<file path="config.mk">
export PLATFORM = sky130hd
export DESIGN_NAME = mem_access_ctrl
export DESIGN_NICKNAME = d
export VERILOG_FILES = /design/src/rtl/mem_access_ctrl.sv
export SDC_FILE = /design/constraint.sdc
export NUM_CORES = 1
export LEC_CHECK = 0
export ABC_AREA = 0
export CORE_AREA = 2 2 160 162
export DETAILED_ROUTE_END_ITERATION = 8
export DIE_AREA = 0 0 162 164
export GPL_TIMING_DRIVEN = 0
export PLACE_DENSITY = 0.93
export SETUP_SLACK_MARGIN = 0.3
export SYNTH_ARGS = -nofsm -noshare
export SYNTH_HDL_FRONTEND = slang
export SYNTH_SLANG_ARGS = --single-unit
</file>
<file path="constraint.sdc">
create_clock -name clk -period 5.58 [get_ports clk]
set_clock_uncertainty 0.2 [all_clocks]
set_input_delay 1.116 -clock clk [delete_from_list [all_inputs] [get_ports clk]]
set_output_delay 1.116 -clock clk [all_outputs]
set_load 0.02 [all_outputs]
</file>
<file path="src/rtl/mem_access_ctrl.sv">
// mem_access_ctrl: MEM-stage load/store sequencer driving a handshaked, 64-bit aligned data-memory port.
// Optional macro MEM_MISALIGN_TRAP_EN: trap misaligned accesses instead of forcing natural alignment.
module mem_access_ctrl #(
    parameter int ADDR_W  = 64,
    parameter int TMO_CYC = 255
) (
    input  logic              clk,
    input  logic              rst,
    input  logic              we_mem,
    input  logic              re_mem,
    input  logic [2:0]        memdata_width,
    input  logic [ADDR_W-1:0] addr,
    input  logic [63:0]       st_data,
    output logic              stall,
    output logic              done,
    output logic [63:0]       ld_data,
    output logic              bus_err,
    output logic              misalign,
    output logic              mem_req_valid,
    input  logic              mem_req_ready,
    output logic              mem_we,
    output logic [ADDR_W-1:0] mem_addr,
    output logic [63:0]       mem_wdata,
    output logic [7:0]        mem_wmask,
    input  logic              mem_resp_valid,
    input  logic [63:0]       mem_rdata
);

    localparam logic [2:0] W_D  = 3'b001;
    localparam logic [2:0] W_W  = 3'b010;
    localparam logic [2:0] W_H  = 3'b011;
    localparam logic [2:0] W_B  = 3'b100;
    localparam logic [2:0] W_WU = 3'b101;
    localparam logic [2:0] W_HU = 3'b110;
    localparam logic [2:0] W_BU = 3'b111;
    localparam logic [7:0] TMO_LAST = 8'(TMO_CYC - 1);

    typedef enum logic [1:0] {S_IDLE, S_REQ, S_WAIT, S_DONE} state_t;

    // Byte offset rounded down to the natural alignment of the access size.
    function automatic logic [2:0] align_off(input logic [2:0] w, input logic [2:0] o);
        case (w)
            W_D:       return 3'b000;
            W_W, W_WU: return {o[2], 2'b00};
            W_H, W_HU: return {o[2:1], 1'b0};
            default:   return o;
        endcase
    endfunction

    function automatic logic [7:0] byte_mask(input logic [2:0] w, input logic [2:0] o);
        case (w)
            W_D:       return 8'hFF;
            W_W, W_WU: return 8'h0F << o;
            W_H, W_HU: return 8'h03 << o;
            default:   return 8'h01 << o;
        endcase
    endfunction

    function automatic logic [63:0] extend(input logic [2:0] w, input logic [63:0] r);
        case (w)
            W_B:     return {{56{r[7]}}, r[7:0]};
            W_BU:    return {56'd0, r[7:0]};
            W_H:     return {{48{r[15]}}, r[15:0]};
            W_HU:    return {48'd0, r[15:0]};
            W_W:     return {{32{r[31]}}, r[31:0]};
            W_WU:    return {32'd0, r[31:0]};
            default: return r;
        endcase
    endfunction

`ifdef MEM_MISALIGN_TRAP_EN
    function automatic logic is_misaligned(input logic [2:0] w, input logic [2:0] o);
        case (w)
            W_D:       return o != 3'b000;
            W_W, W_WU: return o[1:0] != 2'b00;
            W_H, W_HU: return o[0];
            default:   return 1'b0;
        endcase
    endfunction
`endif

    state_t            state_q;
    logic [7:0]        tmo_cnt_q;
    logic [2:0]        width_q;
    logic [2:0]        off_q;
    logic              done_q;
    logic              bus_err_q;
    logic              misalign_q;
    logic              req_valid_q;
    logic              mem_we_q;
    logic [63:0]       ld_data_q;
    logic [63:0]       wdata_q;
    logic [ADDR_W-1:0] addr_q;
    logic [7:0]        wmask_q;

    logic       access_d;
    logic       trap_d;
    logic [2:0] off_d;

    assign access_d = (we_mem | re_mem) && (memdata_width != 3'b000);
    assign off_d    = align_off(memdata_width, addr[2:0]);
`ifdef MEM_MISALIGN_TRAP_EN
    assign trap_d   = is_misaligned(memdata_width, addr[2:0]);
`else
    assign trap_d   = 1'b0;
`endif

    assign stall = ((state_q == S_IDLE) && access_d) || (state_q == S_REQ) || (state_q == S_WAIT);

    always_ff @(posedge clk) begin
        if (rst) begin
            state_q     <= S_IDLE;
            tmo_cnt_q   <= '0;
            width_q     <= '0;
            off_q       <= '0;
            done_q      <= 1'b0;
            bus_err_q   <= 1'b0;
            misalign_q  <= 1'b0;
            req_valid_q <= 1'b0;
            mem_we_q    <= 1'b0;
            ld_data_q   <= '0;
            wdata_q     <= '0;
            addr_q      <= '0;
            wmask_q     <= '0;
        end else begin
            case (state_q)
                S_IDLE: begin
                    if (access_d && trap_d) begin
                        state_q    <= S_DONE;
                        done_q     <= 1'b1;
                        misalign_q <= 1'b1;
                        ld_data_q  <= '0;
                    end else if (access_d) begin
                        // Request fields are latched here so they stay stable through REQ.
                        state_q     <= S_REQ;
                        req_valid_q <= 1'b1;
                        mem_we_q    <= we_mem;
                        addr_q      <= {addr[ADDR_W-1:3], 3'b000};
                        wdata_q     <= st_data << {off_d, 3'b000};
                        wmask_q     <= we_mem ? byte_mask(memdata_width, off_d) : 8'h00;
                        width_q     <= memdata_width;
                        off_q       <= off_d;
                    end
                end
                S_REQ: begin
                    if (mem_req_ready) begin
                        req_valid_q <= 1'b0;
                        tmo_cnt_q   <= '0;
                        state_q     <= S_WAIT;
                    end
                end
                S_WAIT: begin
                    if (mem_resp_valid) begin
                        ld_data_q <= mem_we_q ? 64'd0 : extend(width_q, mem_rdata >> {off_q, 3'b000});
                        done_q    <= 1'b1;
                        state_q   <= S_DONE;
                    end else if (tmo_cnt_q == TMO_LAST) begin
                        ld_data_q <= '0;
                        bus_err_q <= 1'b1;
                        done_q    <= 1'b1;
                        state_q   <= S_DONE;
                    end else begin
                        tmo_cnt_q <= tmo_cnt_q + 8'd1;
                    end
                end
                S_DONE: begin
                    done_q     <= 1'b0;
                    bus_err_q  <= 1'b0;
                    misalign_q <= 1'b0;
                    state_q    <= S_IDLE;
                end
                default: state_q <= S_IDLE;
            endcase
        end
    end

    assign done          = done_q;
    assign ld_data       = ld_data_q;
    assign bus_err       = bus_err_q;
    assign misalign      = misalign_q;
    assign mem_req_valid = req_valid_q;
    assign mem_we        = mem_we_q;
    assign mem_addr      = addr_q;
    assign mem_wdata     = wdata_q;
    assign mem_wmask     = wmask_q;

endmodule

</file>
* Yosys cells after proc, flatten, opt, wreduce, memory -nomap -nowiden *
Index checks and enable logic that the tools add are counted.

word-level totals
  register bits after elaboration = 217
  input bits = 201
  output and inout bits = 206
  word-level logic and storage cells = 83

cells by class
  add/subtract/negate cells = 1
  equality and inequality tests = 21
  shift-type cells = 5
  muxes and demuxes = 24
  bitwise operators = 1
  reduce and logical (&&, ||, !) cells = 19

operator list
  kind                 count
  $pmux 64 s6          1
  $mux 64              3
  $shl 64x6->64        1
  $shr 64x6->64        1
  $mux 8               4
  $pmux 8 s3           1
  $eq 3x3->1 const B   6
  $pmux 8 s2           1
  $eq 3x2->1 const B   4
  $pmux 3 s3           1
  $reduce_and 3->1     3
  $add 8x1->8 const B  1
  $eq 8x8->1 const B   1
  $mux 2               4
  $ne 2x2->1 const B   4
  $pmux 2 s4           1
  $reduce_bool 2->1    4
  $shl 1x3->8 const A  1
  $shl 2x3->8 const A  1
  $shl 4x3->8 const A  1
  $pmux 1 s2           3
  $reduce_and 2->1     3
  $mux 1               5
  $eq 2x2->1 const B   2
  other kinds (11)     14

* Logic depth before layout (Yosys ltp) *
  depth after elaboration = 6
  mapped depth = 9
  depth with buffers taken out = 7

* Worst setup path before layout *
OpenSTA, ideal clock, no wires.

  kind = input to output
  start = in memdata_width[2]
  end = out stall
  arrival time = 2545 ps
  required time = 4264 ps
  slack = 1719 ps
  stages = 6
  path buffers = 3
  cell sequence = clkbuf_1 or3_1 and2_1 clkbuf_1 buf_2 or3_1

on the way
  longest elaborated chain between the ends = 5

RTL lines
  element                         line  source
  from (decl)                     11    input logic [2:0] memdata_width,
  $reduce_bool 3->1               100   assign access_d = (we_mem | re_mem) && (memdata_width != 3'b000);
  $logic_and 1x1->1               100
  $logic_and 1x1->1               108   assign stall = ((state_q == S_IDLE) && access_d) || (state_q == S_REQ) || (state_q == S_WAIT);
  $logic_or 1x1->1 (2 in series)  108
  to (decl)                       14    output logic stall,

Every way passes these cells.

* Worst setup path after layout *
Same ends and word-level chain as after synthesis.

==> results.md <==
* Status: finished, final reports clean
* CTS clk-pin slew, worst paths at 0.06 ns
* GRT Util Overall at 37.3%
* Layout cells sized above 1 at 6.88%
* Slowest CP cell: clkdlybuf4s50_1
* Routed wire length at 51,900 um
* Final Instance Area at 16,700 sq um
* Syn Std Cell Area at 11,400 sq um
* Critical path's top delay family: buffers and inverters
* Worst path required time at 4.26 ns
* Initial Utilization at 45.8%
* Number of remaining DRC errors at 0
* Setup TNS at 0 ns
* Num rows at 58
* Worst slew pin tran at 1.16 ns
* Final critical-path required period at 5.22 ns
* Drt via density at 6.13
* Synthesis-to-finish area growth at 46.6%
* Ranking of synthesized cells by area: dfxtp_1 (38%), nand2_1 (7.7%), a21oi_1 (6.1%)
* Total power at 6.30 mW
* Peak supply drop at 308 uV
* Sw Share at 38.8%
* Overall die height at 164 um
* CTS max path bufs at 3
* Clk Latency, worst-skew pair at 0.54 ns
* MaxCap Viol Count at 0
* Sequential area share after synthesis at 38.2%
* Worst-path fanout max at 10
* Int Pwr at 3.86 mW
* Syn Area/Cell at 7.96 sq um
* P_sw at 2.44 mW
* Register bit total from synthesis at 217
* First-pass GRT wire length at 76,600 um
* Number of post-CTS setup repair buffers at 0
* Crit-path cells: clkdlybuf4s50_1 > clkbuf_2 > or3_1 > and2_1 > clkbuf_2 > buf_4 > or3_1 > clkdlybuf4s50_1
* Vias in the first global route at 13,100
* Post-synth EDFFs at 0
* CTS tree: done
* Worst setup path category: in2out
* Max stage delay on crit path at 0.55 ns
* Number of synthesis warnings at 0
* Via count at 13,500
* Headroom to the max-slew limit at 22.4%
* Nets at 2,066
* Fin. Hold Viols at 0
* CP endpoint kind: primary output
* Final Max Slew Viols at 0
* Share of the synthesized area in the top cell type at 38.2%
* Clock Tree Root: clkbuf_16
* Power share of the clock group at 27.2%
* Final cell count without fillers at 2,207
* Total CTS buffers at 24
* Pre-CTS WS at 0.128 ns
* # H-tree levels at 1
* Startpoint Class: input port
* Post-DRT Antenna Nets at 0
* Comb power frac at 41.4%
* Syn Inst Count at 1,428
* I/O pin count at 407
* Initial antenna violation count at 1
* Fmax achieved at 191 MHz
* Core Box Area at 24,800 sq um
* Wire per inst at 23.5 um
* Global route overflow at 0
* GP Congestion at 1.05
* DRT Pass-1 Iters at 7
* Count leader, synth: nand2_1
* Largest net degree at the start of global routing at 14
* Async set-reset flop share out of synthesis at 0%
* Post-layout util at 67.2%
* Smallest hold slack at 0.251 ns
* I/O Buffers at 401
* Largest area contributor in the netlist: dfxtp_1
* Buf+Inv Stages, Crit Path at 5
* Yosys cell types at 68
* Worst Hold Class: reg2reg
* Register share of total power at 31.4%
* Worst path arrival time at 3.91 ns
* 1st-iter DRT viols at 1,435
* DIE AREA at 26,600 sq um
* Setup ws final at 0.356 ns
* Most used DFF post-synth: dfxtp_1
* Crit share post-route at 93.6%
* Placed Area at 15,800 sq um
* Clk sinks at 217
* Final setup vio count at 0
* RSZ-0062 raised after global routing: no
* HPWL Detailed at 40,200 um
* Commonest cells in the netlist: nand2_1 (234), dfxtp_1 (217), a21oi_1 (139)
* P per Cell Area at 378 nW/um^2
* Leakage at 5.82 nW
* Die width at 162 um
* Dpl cells at 2,162
[repair_timing]
item / CTS / global route
gates resized for setup: 2 / 2
hold buffers: 0 / 0
pin swaps: 0 / 0
cloned: 0 / 0
endpoints found under the hold margin: 0 / 0
setup endpoints to repair: 1 / 1
[tightest hold or removal path, stage by stage, from the launching register on]
cell and delay [ns]:
dfxtp_1 0.31, nand2_1 0.05, o21ai_1 0.05
[power by group through the flow]
stage	clock (mW)	combinational, mW	sequential (mW)
final	1.71	2.61	1.98
after global routing	1.78	2.77	2.00
after CTS	1.72	2.56	1.97
after detailed placement	0	2.54	2.00
after global placement	0	2.49	1.99
after floorplan	0	1.16	2.23
[layout make-up]
class	count	area (sq um)
Fill cell	1983	8150
Multi-Input combinational cell	1072	6450
Sequential cell	217	4340
Timing Repair Buffer	401	4010
Clock buffer	33	674
Buffer	129	546
Tap cell	330	413
Clock inverter	11	178
Inverter	13	48.8
Antenna cell	1	2.50
[registers in the layout, indices dropped and copies added (netlist names)]
| register | flops |
|---|---|
| mem_wmask | 8 |
| state_q | 2 |
| mem_addr | 61 |
| width_q | 3 |
| done | 1 |
| off_q | 3 |
| mem_req_valid | 1 |
| tmo_cnt_q | 8 |
| mem_we | 1 |
| bus_err | 1 |
| ld_data | 64 |
| mem_wdata | 64 |
[worst paths after layout]
| check | slack, ns | cells after the start | startpoint | endpoint |
|---|---|---|---|---|
| worst max register to register | 2.30 | 8 | state_q[0]$_SDFFE_PP0P_ | mem_wdata[55]$_SDFFE_PP0P_ |
| worst min-delay path | 0.25 | 2 | ld_data[35]$_SDFFE_PP0P_ | ld_data[35]$_SDFFE_PP0P_ |
| worst max-delay path | 0.36 | 8 | memdata_width[2] | stall |
| worst min register to register | 0.25 | 2 | ld_data[35]$_SDFFE_PP0P_ | ld_data[35]$_SDFFE_PP0P_ |
[per-layer routing]
| layer | global-route usage, % | vias to the layer above | part of all wire [%] |
|---|---|---|---|
| met5 | 0 | - | 0 |
| met1 | 42.6 | 6227 | 36 |
| met2 | 62.6 | 1002 | 45 |
| met3 | 9.85 | 254 | 11 |
| met4 | 22.9 | 0 | 7.4 |
| li1 | - | 6035 | - |
[placed cells by master (no fill, tap or decap), drive strengths merged, types with 7 or more instances in the layout]
master	Yosys	layout
a221oi	8	8
nor2	130	130
clkbuf	95	128
a21oi	139	139
o2bb2ai	14	14
a22oi	60	60
o221ai	7	7
xnor2	8	8
nor2b	8	8
nand2	234	234
dfxtp	217	217
buf	34	34
o21a	10	10
mux2i	47	47
a221o	23	23
nor3	13	13
ha	7	7
a22o	9	9
mux2	52	52
o32ai	12	12
o211ai	43	43
clkdlybuf4s50	0	401
nand2b	11	11
o21ai	144	144
a31oi	8	8
nand3	7	7
inv	12	12
nor4	7	7
[kinds of logic (layout without fill, tap and decap cells)]
family | count (synthesis) | count (layout) | share of synthesized area, %
adders and majority gates | 7 | 7 | 0.770
and+or+nand+nor | 432 | 432 | 15.8
xor gates and xnor gates | 8 | 8 | 0.616
DFF | 217 | 217 | 38.2
muxes | 101 | 101 | 9.72
other | 1 | 5 | 0.0330
AOI/OAI and AO/OA | 520 | 520 | 29.6
buffers and inverters | 142 | 587 | 5.18
(Power assumes the default switching activity.)
